File: src/rtl/shift_arbiter.sv
// Round-robin arbiter sharing one left barrel shifter between two requesters.
// Right shifts reuse the same shifter by bit-reversing the operand and the result.
module shift_arbiter #(
  parameter int WIDTH = 32,
  parameter int SHW   = 5
) (
  input  logic             clk,
  input  logic             reset,
  input  logic             req_valid_0,
  output logic             req_ready_0,
  input  logic [WIDTH-1:0] req_a_0,
  input  logic [SHW-1:0]   req_shamt_0,
  input  logic             req_op_0,
  input  logic             req_valid_1,
  output logic             req_ready_1,
  input  logic [WIDTH-1:0] req_a_1,
  input  logic [SHW-1:0]   req_shamt_1,
  input  logic             req_op_1,
  output logic             rsp_valid_0,
  input  logic             rsp_ready_0,
  output logic             rsp_valid_1,
  input  logic             rsp_ready_1,
  output logic [WIDTH-1:0] rsp_data,
  output logic             busy
);

  typedef enum logic [1:0] {IDLE, EXEC, RESP} state_t;

  state_t           state_q, state_d;
  logic             rr_ptr_q, rr_ptr_d;
  logic             owner_q, owner_d;
  logic [WIDTH-1:0] a_q, a_d;
  logic [SHW-1:0]   shamt_q, shamt_d;
  logic             op_q, op_d;
  logic [WIDTH-1:0] rsp_data_q, rsp_data_d;

  logic             gnt_0, gnt_1;
  logic [WIDTH-1:0] shifter_a, shifter_b, shifter_r;

  function automatic logic [WIDTH-1:0] bitrev(input logic [WIDTH-1:0] v);
    logic [WIDTH-1:0] r;
    r = '0;
    for (int i = 0; i < WIDTH; i++) begin
      r[i] = v[WIDTH-1-i];
    end
    return r;
  endfunction

  // Requester 1 wins only when it is alone or it is its turn; requester 0 takes every other grant.
  assign gnt_1 = req_valid_1 & (~req_valid_0 | rr_ptr_q);
  assign gnt_0 = req_valid_0 & ~gnt_1;

  assign shifter_a = op_q ? bitrev(a_q) : a_q;
  assign shifter_b = {{(WIDTH-SHW){1'b0}}, shamt_q};
  assign shifter_r = shifter_a << shifter_b;

  always_comb begin
    state_d     = state_q;
    rr_ptr_d    = rr_ptr_q;
    owner_d     = owner_q;
    a_d         = a_q;
    shamt_d     = shamt_q;
    op_d        = op_q;
    rsp_data_d  = rsp_data_q;
    req_ready_0 = 1'b0;
    req_ready_1 = 1'b0;
    rsp_valid_0 = 1'b0;
    rsp_valid_1 = 1'b0;

    case (state_q)
      IDLE: begin
        req_ready_0 = gnt_0;
        req_ready_1 = gnt_1;
        if (gnt_0 || gnt_1) begin
          owner_d  = gnt_1;
          rr_ptr_d = ~gnt_1;
          a_d      = gnt_1 ? req_a_1     : req_a_0;
          shamt_d  = gnt_1 ? req_shamt_1 : req_shamt_0;
          op_d     = gnt_1 ? req_op_1    : req_op_0;
          state_d  = EXEC;
        end
      end
      EXEC: begin
        rsp_data_d = op_q ? bitrev(shifter_r) : shifter_r;
        state_d    = RESP;
      end
      RESP: begin
        rsp_valid_0 = ~owner_q;
        rsp_valid_1 = owner_q;
        // Only the owning requester's acknowledge can release the result.
        if (owner_q ? rsp_ready_1 : rsp_ready_0) begin
          state_d = IDLE;
        end
      end
      default: state_d = IDLE;
    endcase
  end

  always_ff @(posedge clk or posedge reset) begin
    if (reset) begin
      state_q    <= IDLE;
      rr_ptr_q   <= 1'b0;
      owner_q    <= 1'b0;
      a_q        <= '0;
      shamt_q    <= '0;
      op_q       <= 1'b0;
      rsp_data_q <= '0;
    end else begin
      state_q    <= state_d;
      rr_ptr_q   <= rr_ptr_d;
      owner_q    <= owner_d;
      a_q        <= a_d;
      shamt_q    <= shamt_d;
      op_q       <= op_d;
      rsp_data_q <= rsp_data_d;
    end
  end

  assign rsp_data = rsp_data_q;
  assign busy     = (state_q != IDLE);

endmodule

File: config.mk
export PLATFORM = sky130hd
export DESIGN_NAME = shift_arbiter
export DESIGN_NICKNAME = d
export VERILOG_FILES = /design/src/rtl/shift_arbiter.sv
export SDC_FILE = /design/constraint.sdc
export NUM_CORES = 1
export LEC_CHECK = 0
export BUFFER_PORTS_ARGS = -buffer_cell sky130_fd_sc_hd__buf_2
export CORE_UTILIZATION = 55
export CTS_CLUSTER_DIAMETER = 120
export CTS_CLUSTER_SIZE = 25
export DETAILED_ROUTE_END_ITERATION = 8
export PLACE_DENSITY = 0.83
export SLEW_MARGIN = 20
export SYNTH_ARGS = -nofsm -noshare
export SYNTH_HDL_FRONTEND = slang
export SYNTH_SLANG_ARGS = --single-unit
File: constraint.sdc
create_clock -name clk -period 6.41 [get_ports clk]
set_clock_uncertainty 0.05 [all_clocks]
set_input_delay 0.3205 -clock clk [delete_from_list [all_inputs] [get_ports clk]]
set_output_delay 0.3205 -clock clk [all_outputs]
set_load 0.02 [all_outputs]
-- Word-level counts from Yosys, hierarchy flattened
Cells that the tools add are included.
- bitwise operators: 6
- multiplexer cells: 13
- shifts and indexed selects: 1
- reduce and logical (&&, ||, !) cells: 5
- equal/unequal tests: 4
- operators with widths (cell ; number):
    2-to-1 mux 32 bit ; 3
    left shift 32 x 5 -> 32 bit ; 1
    2-to-1 mux 1 bit ; 6
    one-hot mux 2 bit (3 select lines) ; 1
    2-to-1 mux 5 bit ; 1
    2-to-1 mux 2 bit ; 2
    != test 2 bit (second input constant) ; 2
    AND reduction 2 bit ; 2
    NOT 1 bit ; 3
    bitwise AND 1 bit ; 2
    == test 2 x 1 -> 1 bit (second input constant) ; 1
    == test 2 bit (second input constant) ; 1
    logical NOT 2 bit ; 1
    nonzero test 2 bit ; 1
    logical OR 1 bit ; 1
    bitwise OR 1 bit ; 1
- register bits: 74
- input port bits: 82

-- Depth between registers and ports, before layout
Gate-level depths: netlist (run 1).
- word-level depth: 8
- depth in mapped cells: 9

-- Worst setup path before layout (run 1)
OpenSTA, ideal clock, no wires.
- path type: register to register
- from: register op_q
- to: register rsp_data_q[30] (netlist: rsp_data[30])
- path slack: 4.041 ns
- setup time: 0.138 ns
- stages on the path, launching flop included: 7
- required time: 6.222 ns
- data arrival time: 2.181 ns
- buffers on the path: 1
- path through: dfrtp_1 > buf_6 > mux4_1 > mux2_4 > mux4_2 > a22oi_2 > o211ai_1
- word-level cells in the longest chain between the ends: 3
- ends and longest elaborated chain (item ; line ; text):
    start: declaration ; 34 ; logic op_q, op_d;
    start signal: assignment ; 114 ; op_q <= op_d;
    2-to-1 mux 32 bit ; 53 ; assign shifter_a = op_q ? bitrev(a_q) : a_q;
    left shift 32 x 5 -> 32 bit ; 55 ; assign shifter_r = shifter_a << shifter_b;
    2-to-1 mux 32 bit (*) ; 84 ; rsp_data_d = op_q ? bitrev(shifter_r) : shifter_r;
    end signal: assignment ; 115 ; rsp_data_q <= rsp_data_d;
    end: declaration ; 35 ; logic [WIDTH-1:0] rsp_data_q, rsp_data_d;
Every way passes the cells marked *; elsewhere a longest branch is shown, timed or not.
A chain may end at the register's enable or synchronous reset.

-- Final worst setup path (run 1)
Ends and elaborated chain as after synthesis.

==> key figures, run 1 <==
Status
  – Status: finished, final reports clean

STA
  – Max Transition Viols Final: 0
  – Final setup fails: 0
  – Fmax: 285.6 MHz
  – Unrepaired setup endpoints after global routing: no
  – Period minus WS final: about 3.5 ns
  – Final period util: 54.63%
  – Worst Tran Pin Value: around 1 ns
  – Hold Vio Cnt, Final: 0
  – Fin Setup TNS: 0 ns
  – Rel. slew slack: 33.05%

Pwr
  – Pint: around 0.0021 W
  – Logic pwr share: between 60% and 70%
  – Net Sw Power: 0.002157 W
  – Leak Pwr: a little under 3 nW
  – P per Cell Area: 670.3 nW/um^2
  – Switching part of the total: 50.88%
  – Peak supply drop: about 0.38 mV
  – Clk pwr share: 8.7%
  – Sequential Power Share: 22.8%

Synth
  – Synth top area share: 33.45%
  – Cells after Synth: 551
  – Top cell type by total area after synthesis: dfrtp_1
  – Async SR Flop Fraction: 100.0%
  – Ys flop type: dfrtp_1
  – Post-synth EDFFs: 0
  – Mapped Area: 5537 um^2
  – YS warnings: 0
  – Sequential-to-total area share from yosys stat: 33.45%
  – Synth cell types: 55
  – Post-synthesis register bit count: 74
  – Synth Net Count: 633
  – Syn Area/Cell: roughly 10 um^2
  – Ranking of synthesized cells by area: dfrtp_1 33%, mux4_2 13%, mux2i_1 7.1%, a222oi_1 5.4%, mux2_2 4.5%

Worst setup path
  – Crit path arrival time: around 3.7 ns
  – CP peak stage delay: 0.98 ns
  – CP max FO: 40
  – Slowest cell on crit path: dfrtp_2
  – Worst Setup SP: op_q
  – Startpoint types: flop
  – Required time of the worst setup path: 6.57 ns
  – Critical path class: flop to flop
  – Worst r2r src: op_q
  – Crit end category: flop
  – Worst path cell trace: buf_4 > mux4_1 > mux2_4 > mux4_2 > a22oi_2 > o211ai_1

Layout
  – Commonest non-fill, non-tap cell in the layout: buf_2
  – Most frequent cells in the layout: 118 x buf_2, 72 x dfrtp_1, 56 x nand2_1
  – Layout Nets: 719
  – Cell area after layout: 6325 um^2
  – Share of post-route cells with drive strength above 1: 33.02%
  – Area Overhead vs Synth: 14.24%
  – # diodes: 0
  – Final design utilization: 64.71%

Routing
  – Drt first pass iters: 5
  – Highest routed layer: met4
  – Overall routed net length: between 15 and 20 mm
  – Met3 Routed Length: 1.041 mm
  – Vias per std cell: approximately 6.5
  – Wl on met1: 7.115 mm
  – Via count: 5,042
  – Wire per inst: between 20 and 25 um
  – DR iter-0 viols: 402
  – Routed Antenna Nets: 0
  – Drt drc: 0
  – Routed met2 length: 8.014 mm

Clocking
  – Clk slew on worst S/H paths: 0.08 ns
  – TritonCTS Buffers: 9
  – # H-tree levels: 3
  – Clock tree buffer depth: 2
  – Cts hold-fix bufs: 0
  – Setup bufs post-CTS: 0
  – Post-CTS Resized: 0
  – CTS Sinks: 74
  – Worst-Skew Late Latency: 0.37 ns
  – CTS tree: built
  – Root Buffer: clkbuf_8

Placement
  – Routability cong.: 0.9569
  – I/O Buffers: 118
  – Final HPWL DP: 12.55 mm
  – Dpl cell area: 6122 um^2

Floorplan
  – Die area: 10,470 um^2
  – Initial core utilization: 56.64%
  – Die height: 102.3 um
  – Core Region: a little under 10,000 um^2
  – Die width: 102.3 um
  – # rows: 36
  – Num ports: 119

Global routing
  – Global Route Usage Sum: 33.94%
  – Antenna violations before repair: 0
  – Largest net degree at the start of global routing: 75
  – Vias in the first global route: between 4,000 and 5,000
  – First-pass GRT wire length: 26.54 mm
  – Total grt overflow: 0

Min path
  – Worst Hold Class: input pin to flop
  – Hold Crit Start: req_shamt_1[2]

Flow run
  – Max cap viols: 0
## layout make-up
cell class | instances | area, um^2
fillers | 804 | 3450
multi-input cells | 389 | 3318
flip-flops and latches | 74 | 1854
repair buffers | 126 | 650.6
well taps | 133 | 166.4
clock buffers | 12 | 145.1
inverters | 37 | 138.9
clock inverters | 4 | 51.30
## Yosys cell counts, types with 5 or more instances
master / instances
nand2b_1: 7
nor3_1: 7
o21ai_1: 10
mux2_2: 22
buf_2: 9
a222oi_1: 30
nor2_1: 38
dfrtp_1: 74
inv_1: 35
a32oi_1: 7
a22oi_1: 11
mux4_1: 5
nand3_1: 10
o22ai_1: 5
a21oi_1: 13
mux4_2: 33
and2_1: 7
mux2i_1: 39
o221ai_1: 10
clkbuf_1: 35
nand2_1: 56
o21ai_0: 25
## routing by layer
layer  up-vias  global-route usage (%)
met5         -                       0
met4         0                   14.40
met3        42                   5.677
met2       282                   54.62
met1      2409                   45.50
li1       2309                       -
## state kept, by name, indices dropped and copies added (netlist names)
| name | flops |
|---|---|
| shamt_q | 5 |
| rsp_data | 32 |
| a_q | 32 |
| state_q | 2 |
| owner_q | 1 |
| op_q | 1 |
| rr_ptr_q | 1 |
## kinds of logic (layout without fill, tap and decap cells)
kind of cell | after synthesis | in the layout | synth area share (%)
compound gates | 147 | 147 | 20.25
xor+xnor | 1 | 1 | 0.2939
buf+inv | 88 | 179 | 6.757
flops | 74 | 74 | 33.45
mux | 104 | 104 | 28.41
simple gates | 137 | 137 | 10.85
## worst max-delay path, delay by kind of cell (launching register included)
family	cells	cell delay [ns]
flip-flops	1	0.98
multiplexers	3	1.52
buffers and inverters	1	0.43
AO/OA/AOI/OAI	2	0.35
## path summary, 6_finish.rpt
path                       slack, ns      endpoint  cells after the start
max reg2reg                     2.91  rsp_data[30]                      6
min reg2reg                     0.44  rsp_data[24]                      2
max in group asynchronous       5.47          op_q                      3
max                             2.91  rsp_data[30]                      6
min                             0.11    shamt_q[2]                      3
min in group asynchronous       0.18   rsp_data[7]                      3
## through the flow
stage	cells	total power (W)	hold WS [ns]	worst slack (ns)
CTS	775	0.004187	0.1016	2.689
global placement	759	0.003774	0.4183	2.821
global route	775	0.004500	0.1111	2.726
detailed placement	759	0.003807	0.4199	2.743
finish	775	0.004240	0.1144	2.909
floorplan	551	0.003021	0.3958	4.041
## power groups by stage
stage	sequential (W)	clock, W	combinational, W
5_1_grt	0.00100	0.000393	0.00310
2_1_floorplan	0.000917	0	0.00210
3_3_place_gp	0.000950	0	0.00282
4_1_cts	0.000961	0.000375	0.00285
3_5_place_dp	0.000970	0	0.00284
6_report	0.000965	0.000370	0.00290
No activity file was read; power rests on OpenSTA's default activity.
==> inputs of run 2 (changes only) <==
ABC_AREA = 1   (was default)
PLACE_DENSITY = 0.84   (was 0.83)
clock period = 3.49 ns   (was 6.41 ns; I/O delays follow)
==> key figures, run 2 <==
Clocking
  – CTS Sinks: 74
  – Post-CTS Resized: 0
  – Clk slew on worst S/H paths: 0.08 ns
  – # H-tree levels: 3
  – Clock tree buffer depth: 2
  – Root Buffer: clkbuf_8
  – CTS tree: built
  – Worst-Skew Late Latency: between 0.3 and 0.4 ns
  – TritonCTS Buffers: 9

Synth
  – Synth Net Count: 940
  – Post-synthesis mux area share: 0%
  – Synth top area share: 34.72%
  – Simple-gate share of the synthesized area: 51.44%
  – Top cells by count, synth: 346 x nand2_1, 255 x nand3_1, 74 x dfrtp_1
  – Main combinational cell family by area after synthesis: simple AND/OR/NAND/NOR gates
  – Synth cell types: 21
  – Top cell type by total area after synthesis: dfrtp_1
  – Post-Synth Adder-Cell Area: 0%
  – Post-synthesis register bit count: 74
  – YS warnings: 0
  – Sequential-to-total area share from yosys stat: 34.72%
  – Post-synth EDFFs: 0
  – Cells after Synth: 858
  – Ranking of synthesized cells by area: dfrtp_1 35%, nand2_1 24%, nand3_1 24%, a21oi_1 3.0%, o21ai_0 2.4%
  – Syn Area/Cell: between 6 and 7 um^2
  – Top-count cell post-synth: nand2_1
  – Xor-xnor portion of the synthesized cell area: 0%
  – Async SR Flop Fraction: 100.0%
  – Mapped Area: about 5300 um^2
  – Ys flop type: dfrtp_1
  – Synth Area in Compound Gates: approximately 7%

Global routing
  – Vias in the first global route: approximately 6,000
  – Global Route Usage Sum: 35.08%
  – First-pass GRT wire length: between 20 and 30 mm
  – Total grt overflow: 0
  – Largest net degree at the start of global routing: 65
  – Antenna violations before repair: 0

Status
  – Status: finished, final reports clean

Layout
  – Commonest non-fill, non-tap cell in the layout: nand2_1
  – Area Overhead vs Synth: 22.92%
  – Share of post-route cells with drive strength above 1: 15.74%
  – Layout Nets: 1,069
  – # diodes: 0
  – Most frequent cells in the layout: 346 x nand2_1, 255 x nand3_1, 118 x buf_2

STA
  – Hold WS: 0.008474 ns
  – Fmax: roughly 350 MHz
  – Fin Setup TNS: 0 ns
  – Rel. slew slack: 37.89%
  – Worst Tran Pin Value: slightly above 0.9 ns
  – Hold Vio Cnt, Final: 0
  – Final period util: about 80%
  – Period minus WS final: between 2 and 3 ns
  – Max Transition Viols Final: 0
  – Final setup fails: 0
  – Unrepaired setup endpoints after global routing: no

Pwr
  – Logic pwr share: between 60% and 70%
  – Sequential Power Share: 21.7%
  – Leak Pwr: 3.403 nW
  – Peak supply drop: 0.7666 mV
  – P per Cell Area: 1152 nW/um^2
  – Pint: 0.003367 W
  – Net Sw Power: 0.004188 W
  – Switching part of the total: a little under three fifths
  – Clk pwr share: 9.1%

Floorplan
  – # rows: 35
  – Die area: 10,100 um^2
  – Initial core utilization: ~57%
  – Die width: 100.5 um
  – Die height: 100.5 um
  – Num ports: 119
  – Core Region: 9328 um^2

Min path
  – Worst Hold Class: input pin to flop

Routing
  – Drt drc: 0
  – Wire per inst: around 15 um
  – Overall routed net length: 16.61 mm
  – Via count: 6,492
  – Vias per std cell: 5.796
  – DR iter-0 viols: between 600 and 700
  – Drt first pass iters: 7
  – Routed Antenna Nets: 0

Worst setup path
  – Startpoint types: flop
  – Critical path class: flop to flop
  – Crit path arrival time: 3.03 ns
  – Crit end category: flop
  – Required time of the worst setup path: 3.69 ns
  – CP max FO: 27

Placement
  – Final HPWL DP: 11.26 mm
  – I/O Buffers: between 100 and 150
  – Routability cong.: 0.9622

Flow run
  – Max cap viols: 0
## run 2: final cells by class
| class | instances | area [um^2] |
|---|---|---|
| sequential | 74 | 1853 |
| timing repair buffer | 179 | 1169 |
| inverter | 19 | 71.32 |
| clock buffer | 9 | 123.9 |
| tap | 129 | 161.4 |
| multi-input combinational | 704 | 3110 |
| fill | 830 | 2771 |
| clock inverter | 6 | 67.56 |
## run 2: metal layers
layer / global-route usage [%] / part of all wire (%) / wire length [um]
met1: 45.91 / 41 / 6877
met3: 7.212 / 8.1 / 1353
met5: 0 / 0 / 0
met2: 55.80 / 47 / 7749
met4: 16.50 / 3.8 / 631
## run 2: cell families after synthesis
family / after synthesis
simple gates: 635
buf+inv: 80
flops: 74
compound gates: 69
## run 2: worst paths after layout
kind | from | endpoint | slack [ns] | depth (start not counted)
hold reg to reg | rsp_data[17] | rsp_data[17] | 0.42 | 2
setup / recovery | rr_ptr_q | a_q[2] | 0.66 | 9
max in group asynchronous | reset | op_q | 2.01 | 4
min in group asynchronous | reset | rsp_data[2] | 0.35 | 3
hold / removal | req_shamt_1[0] | shamt_q[0] | 0.008 | 3
setup reg to reg | rr_ptr_q | a_q[2] | 0.66 | 9
## run 2: power by group through the flow
stage	logic [W]	clock network [W]	registers [W]
after floorplan	0.00362	0	0.00172
after global placement	0.00474	0	0.00162
after detailed placement	0.00481	0	0.00163
after global routing	0.00587	0.000720	0.00167
after CTS	0.00510	0.000690	0.00162
final	0.00523	0.000690	0.00164
## run 2: timing repair
action | in CTS | in global routing
hold buffers | 48 | 0
hold endpoints to repair | 51 | 0
setup buffers | 0 | 0
## run 2: metrics by stage
step                power [W]  cell area [um^2]  instances  utilization [%]  setup WS [ns]
finish               0.007554              6556       1120            70.29         0.6601
global route         0.008267              6556       1120            70.29         0.3514
CTS                  0.007405              6556       1120            70.29         0.8187
detailed placement   0.006441              5884       1057            63.09          1.214
global placement     0.006360              5884       1057            63.09          1.277
floorplan            0.005341              5334        858                -          1.384
## run 2: worst max-delay path, stage by stage, from the launching register on
cell and delay (ns):
dfrtp_1 0.34, inv_1 0.05, a21oi_1 0.11, buf_4 0.18, inv_1 0.20, nand2_1 0.16
clkinv_1 0.63, nand2_1 0.30, nand3_1 0.12, dlygate4sd3_1 0.57
